File: src/rtl/servo_cmd_decoder.sv
// UART command decoder for multi-channel servo positions: parses single-byte
// relative commands and a 'p'+3-digit absolute command, acknowledging each over TX.
module servo_cmd_decoder #(
    parameter int CHANNELS  = 4,
    parameter int POS_WIDTH = 8,
    parameter int STEP      = 20,
    parameter int POS_MIN   = 0,
    parameter int POS_MAX   = (1 << POS_WIDTH) - 1,
    parameter int POS_INIT  = 1 << (POS_WIDTH - 1)
) (
    input  logic                            clk,
    input  logic                            rst,
    input  logic [7:0]                      rx_data,
    input  logic                            new_rx_data,
    input  logic                            tx_busy,
    output logic [7:0]                      tx_data,
    output logic                            new_tx_data,
    output logic [2:0]                      sel,
    output logic [CHANNELS*POS_WIDTH-1:0]   pos,
    output logic [CHANNELS-1:0]             pos_update
);

    localparam logic [POS_WIDTH-1:0] STEP_V = POS_WIDTH'(STEP);
    localparam logic [POS_WIDTH-1:0] PMIN   = POS_WIDTH'(POS_MIN);
    localparam logic [POS_WIDTH-1:0] PMAX   = POS_WIDTH'(POS_MAX);
    localparam logic [POS_WIDTH-1:0] PINIT  = POS_WIDTH'(POS_INIT);
    localparam logic [7:0]           ACK_OK  = 8'h4B;
    localparam logic [7:0]           ACK_ERR = 8'h3F;

    typedef enum logic [1:0] {CMD, ABS1, ABS2, ABS3} parse_t;
    typedef enum logic [1:0] {IDLE, SEND, GAP} tx_t;

    parse_t                 pst;
    tx_t                    tst;
    logic [9:0]             acc;
    logic [9:0]             acc_mac;
    logic                   is_digit;
    logic [7:0]             dval;
    logic [POS_WIDTH-1:0]   cur_pos;
    logic                   wr_en;
    logic [POS_WIDTH-1:0]   wr_val;
    logic                   ack_wr;
    logic [7:0]             ack_val;
    logic                   pend;
    logic [7:0]             ack_byte;

    // '+' is an unsigned sum one bit wider; '-' is signed so an underflow reads as negative.
    function automatic logic [POS_WIDTH-1:0] sat_step(input logic [POS_WIDTH-1:0] p,
                                                      input logic up);
        logic        [POS_WIDTH:0] sum;
        logic signed [POS_WIDTH:0] diff;
        sum  = {1'b0, p} + {1'b0, STEP_V};
        diff = $signed({1'b0, p}) - $signed({1'b0, STEP_V});
        if (up)
            return (sum > {1'b0, PMAX}) ? PMAX : sum[POS_WIDTH-1:0];
        else
            return (diff < $signed({1'b0, PMIN})) ? PMIN : diff[POS_WIDTH-1:0];
    endfunction

    function automatic logic [POS_WIDTH-1:0] sat_abs(input logic [9:0] v);
        if (v > 10'(PMAX))
            return PMAX;
        else if (v < 10'(PMIN))
            return PMIN;
        else
            return POS_WIDTH'(v);
    endfunction

    assign dval     = rx_data - 8'h30;
    assign is_digit = (rx_data >= 8'h30) && (rx_data <= 8'h39);
    assign acc_mac  = acc * 10'd10 + {6'd0, dval[3:0]};

    always_comb begin
        cur_pos = pos[POS_WIDTH-1:0];
        for (int i = 0; i < CHANNELS; i++)
            if (sel == 3'(i))
                cur_pos = pos[i*POS_WIDTH +: POS_WIDTH];
    end

    // Command decode: what this byte writes and how it is acknowledged.
    always_comb begin
        wr_en   = 1'b0;
        wr_val  = cur_pos;
        ack_wr  = 1'b0;
        ack_val = ACK_ERR;
        if (new_rx_data) begin
            case (pst)
                CMD: begin
                    ack_wr = 1'b1;
                    if (is_digit) begin
                        if (dval < 8'(CHANNELS))
                            ack_val = ACK_OK;
                    end else begin
                        case (rx_data)
                            "+": begin
                                wr_en   = 1'b1;
                                wr_val  = sat_step(cur_pos, 1'b1);
                                ack_val = ACK_OK;
                            end
                            "-": begin
                                wr_en   = 1'b1;
                                wr_val  = sat_step(cur_pos, 1'b0);
                                ack_val = ACK_OK;
                            end
                            "c": begin
                                wr_en   = 1'b1;
                                wr_val  = PINIT;
                                ack_val = ACK_OK;
                            end
                            "p":     ack_wr = 1'b0;
                            default: ack_wr = 1'b1;
                        endcase
                    end
                end
                ABS1, ABS2: ack_wr = !is_digit;
                default: begin
                    ack_wr = 1'b1;
                    if (is_digit) begin
                        wr_en   = 1'b1;
                        wr_val  = sat_abs(acc_mac);
                        ack_val = ACK_OK;
                    end
                end
            endcase
        end
    end

    // Parser state, channel select and position registers.
    always_ff @(posedge clk) begin
        if (rst) begin
            pst        <= CMD;
            acc        <= '0;
            sel        <= '0;
            pos        <= {CHANNELS{PINIT}};
            pos_update <= '0;
        end else begin
            pos_update <= '0;
            for (int i = 0; i < CHANNELS; i++) begin
                if (wr_en && sel == 3'(i)) begin
                    pos[i*POS_WIDTH +: POS_WIDTH] <= wr_val;
                    pos_update[i]                 <= 1'b1;
                end
            end
            if (new_rx_data) begin
                case (pst)
                    CMD: begin
                        if (is_digit && dval < 8'(CHANNELS))
                            sel <= dval[2:0];
                        if (rx_data == "p") begin
                            acc <= '0;
                            pst <= ABS1;
                        end
                    end
                    ABS1: begin
                        acc <= acc_mac;
                        pst <= is_digit ? ABS2 : CMD;
                    end
                    ABS2: begin
                        acc <= acc_mac;
                        pst <= is_digit ? ABS3 : CMD;
                    end
                    default: pst <= CMD;
                endcase
            end
        end
    end

    // Ack buffer and TX handshake; the strobe register is set on entry to SEND.
    always_ff @(posedge clk) begin
        if (rst) begin
            tst         <= IDLE;
            pend        <= 1'b0;
            ack_byte    <= '0;
            tx_data     <= '0;
            new_tx_data <= 1'b0;
        end else begin
            new_tx_data <= 1'b0;
            case (tst)
                IDLE: begin
                    if (pend && !tx_busy) begin
                        tst         <= SEND;
                        new_tx_data <= 1'b1;
                        tx_data     <= ack_byte;
                    end
                end
                SEND:    tst <= GAP;
                default: tst <= IDLE;
            endcase
            if (ack_wr) begin
                pend     <= 1'b1;
                ack_byte <= ack_val;
            end else if (tst == IDLE && pend && !tx_busy) begin
                pend <= 1'b0;
            end
        end
    end

endmodule
File: config.mk
export PLATFORM = sky130hd
export DESIGN_NAME = servo_cmd_decoder
export DESIGN_NICKNAME = d
export VERILOG_FILES = /design/src/rtl/servo_cmd_decoder.sv
export SDC_FILE = /design/constraint.sdc
export NUM_CORES = 1
export LEC_CHECK = 0
export CAP_MARGIN = 20
export CORE_ASPECT_RATIO = 1.5
export CORE_MARGIN = 2
export CORE_UTILIZATION = 30
export CTS_BUF_LIST = sky130_fd_sc_hd__clkbuf_4 sky130_fd_sc_hd__clkbuf_8
export CTS_CLUSTER_SIZE = 20
export DETAILED_ROUTE_END_ITERATION = 16
export PLACE_DENSITY_LB_ADDON = 0.25
export SETUP_SLACK_MARGIN = 0.1
export SLEW_MARGIN = 10
export SYNTH_ARGS = -nofsm -noshare
export SYNTH_HDL_FRONTEND = slang
export SYNTH_SLANG_ARGS = --single-unit
export TNS_END_PERCENT = 100
File: constraint.sdc
create_clock -name clk -period 9.1 [get_ports clk]
set_input_delay 0.91 -clock clk [delete_from_list [all_inputs] [get_ports clk]]
set_output_delay 0.91 -clock clk [all_outputs]
set_load 0.1 [all_outputs]
==> impl_metrics.csv <==
group,metric,value,unit
clock_tree,post_cts_buffers,0,
grt,grt_max_degree,64,
synthesis,synth-edff-count,0,
routing,firstDrtPassIters,5,
sta,slew_headroom,0.236,
routing,via_count,4038,
final_layout,fin_cells,705,
routing,ant_nets,0,
worst_setup_path,crit_fanout,7,
final_layout,num_antenna_cells,0,
sta,fin_crit,4.10,ns
worst_setup_path,cp.arrival,4.31,ns
synthesis,synth.distinct_cells,79,
sta,max_freq,244,MHz
routing,top_layer,"met4",
floorplan,rows,52,
sta,tns,0,ns
clock_tree,cts_tree,"yes",
sta,worst_pin_slew,1.15,ns
synthesis,synth.area.top_cells,"dfxtp_1 (29%), ha_1 (6.3%), nor2_1 (5.4%)",
floorplan,die_width,100,um
final_layout,drive_gt1_frac,0.0829,
synthesis,synth-seq-area-share,0.290,
outcome,status,"finished, final reports clean",
floorplan,fp.dieH,148,um
floorplan,fp.coreArea,13500,sq um
placed_design,gp_congestion,0.967,
routing,wl_met2,7.14,mm
synthesis,synth_area_per_cell,8.37,sq um
sta,timing_hold_violations_final,0,
sta,min_period_over_period,0.450,
placed_design,dp_hpwl,10.6,mm
run,maxCapViolations,0,
pwr,p_total,0.558,mW
final_layout,fillers,1390,
sta,final-setup-viol-count,0,
clock_tree,cts_max_level,3,
floorplan,die-area,14800,sq um
sta,clock_skew,0.0117,ns
clock_tree,numCtsBuffers,9,
final_layout,multi_input_area,2710,sq um
pwr,powerDensity,112,nW/um^2
grt,overflow,0,
synthesis,synth_top_area_cell,"dfxtp_1",
sta,drv_slew,0,
pwr,leakagePower,1.80,nW
clock_tree,clk_transition_reported_paths,0.07,ns
synthesis,synth_common_cells,"dfxtp_1 (60), nor2_1 (60), nand2_1 (28)",
clock_tree,ctsRootBufferMaster,"clkbuf_8",
clock_tree,ctsResizeCount,0,
routing,drc,0,
worst_hold_path,min_path_type,"reg -> reg",
synthesis,ys.flop_type,"dfxtp_1",
grt,antenna_found_initial,0,
sta,holdWs,0.426,ns
worst_setup_path,worst_setup_path_end_kind,"register",
worst_setup_path,worst-setup-path-type,"in -> reg",
worst_setup_path,required,9.32,ns
synthesis,synthCells,495,
routing,avgRoutedWirePerCell,19.4,um
routing,drt-initial-drc-count,299,
placed_design,portBuffers,58,
routing,routed_wl,13.7,mm
synthesis,async_flop_share,0,
grt,grt_pass1_vias,3981,
sta,rsz0062_at_grt,"false",
clock_tree,clk_path_buf_depth,2,
final_layout,area_growth,20.1,%
routing,dr_wl_met3,609,um
placed_design,dp.cells,689,
grt,grt.total_usage,0.188,
final_layout,regArea,1200,sq um
floorplan,ios,60,
synthesis,synthesis.nets,530,
clock_tree,insertion_delay,0.36,ns
synthesis,ys_warn_count,0,
pwr,peakVddDrop,0.0754,mV
synthesis,synth_seq_cells,60,
routing,drt-met1-wl,5.41,mm
grt,grt_pass1_wl,21.5,mm
synthesis,syn_area,4140,sq um
worst_setup_path,start_kind,"input port",
synthesis,synth_top_cell_area_share,0.290,
floorplan,start_util,0.308,
clock_tree,cts_sinks,60,
final_layout,final_nets,574,
routing,viasPerCell,5.73,
clock_tree,hold_buffers,0,
sequential cells by signal, indices dropped and copies added (netlist names):
| name | cells |
|---|---|
| pos_update | 4 |
| new_tx_data | 1 |
| tx_data | 3 |
| pend | 1 |
| acc | 9 |
| pos | 32 |
| ack_byte | 3 |
| sel | 3 |
| tst | 2 |
| pst | 2 |
logic make-up (layout without fill, tap and decap cells):
kind of cell	count (synthesis)	after routing	synth area share
AOI/OAI and AO/OA	152	152	0.278
xor gates and xnor gates	14	14	0.0329
adders and majority gates	23	23	0.0731
buffers and inverters	47	95	0.0568
DFF	60	60	0.290
muxes	11	11	0.0272
other	1	1	0.000905
and+or+nand+nor	187	187	0.241
layout by cell type, fill, tap and decap left out, types with 4 or more instances in the layout:
| master | Yosys | final |
|---|---|---|
| a211oi_1 | 6 | 6 |
| and3_1 | 4 | 4 |
| o221ai_1 | 4 | 4 |
| o21bai_1 | 9 | 9 |
| inv_1 | 18 | 18 |
| o21ai_0 | 21 | 21 |
| o211ai_1 | 7 | 7 |
| nand2_1 | 28 | 28 |
| a311oi_1 | 7 | 7 |
| nor2b_1 | 6 | 6 |
| clkdlybuf4s50_1 | 0 | 57 |
| mux2i_1 | 9 | 9 |
| a31oi_1 | 13 | 13 |
| nand2b_1 | 14 | 14 |
| clkbuf_8 | 0 | 10 |
| nor2_1 | 60 | 60 |
| xor2_1 | 5 | 5 |
| xnor2_1 | 8 | 8 |
| ha_1 | 21 | 21 |
| nand3_1 | 5 | 5 |
| a21oi_1 | 22 | 22 |
| a22oi_1 | 8 | 8 |
| o21a_1 | 5 | 5 |
| a21o_1 | 4 | 4 |
| and4bb_2 | 4 | 4 |
| o31ai_1 | 8 | 8 |
| dfxtp_1 | 60 | 60 |
| nor3_1 | 25 | 25 |
| and2_1 | 5 | 5 |
| nand3b_1 | 15 | 15 |
where the power goes:
group          switching (mW)  total [mW]  leakage [nW]  internal, mW
sequential            0.00121       0.266         0.485         0.264
combinational          0.0300      0.0449          1.22        0.0149
clock                   0.113       0.248        0.0948         0.135
worst max-delay path: stages:
cell             delay, ns
clkdlybuf4s50_1       0.58
ha_1                  0.33
fa_1                  0.40
a21oi_1               0.30
xnor3_1               0.45
o22ai_1               0.22
nand2_1               0.21
o32ai_1               0.71
o21ai_0               0.19
cell type report:
class	count	area share
inverters	18	0.0136
well taps	162	0.0407
clock inverters	4	0.0101
clock buffers	11	0.0292
multi-input cells	388	0.544
repair buffers	62	0.121
flip-flops and latches	60	0.241
final timing paths:
check,to,cells after the start,slack (ns),start
setup / recovery,pos[10],9,5.00,rx_data[1]
hold / removal,tst[1],1,0.43,tst[1]
setup reg to reg,pos[17],13,5.09,sel[1]
hold reg to reg,tst[1],1,0.43,tst[1]
stage by stage:
stage / setup slack, ns / cell area [sq um] / util
CTS: 5.03 / 4970 / 0.369
floorplan: 5.32 / 4140 / -
detailed placement: 4.65 / 4780 / 0.355
global placement: 4.67 / 4780 / 0.355
finish: 5.00 / 4980 / 0.369
global route: 4.73 / 4980 / 0.369
per-layer routing:
layer / vias to the layer above / track usage
met4: 0 / 0.103
met2: 128 / 0.333
met5: - / 0
met3: 41 / 0.0317
met1: 1946 / 0.211
li1: 1923 / -
Note: power is estimated with default switching activity, not from simulation.
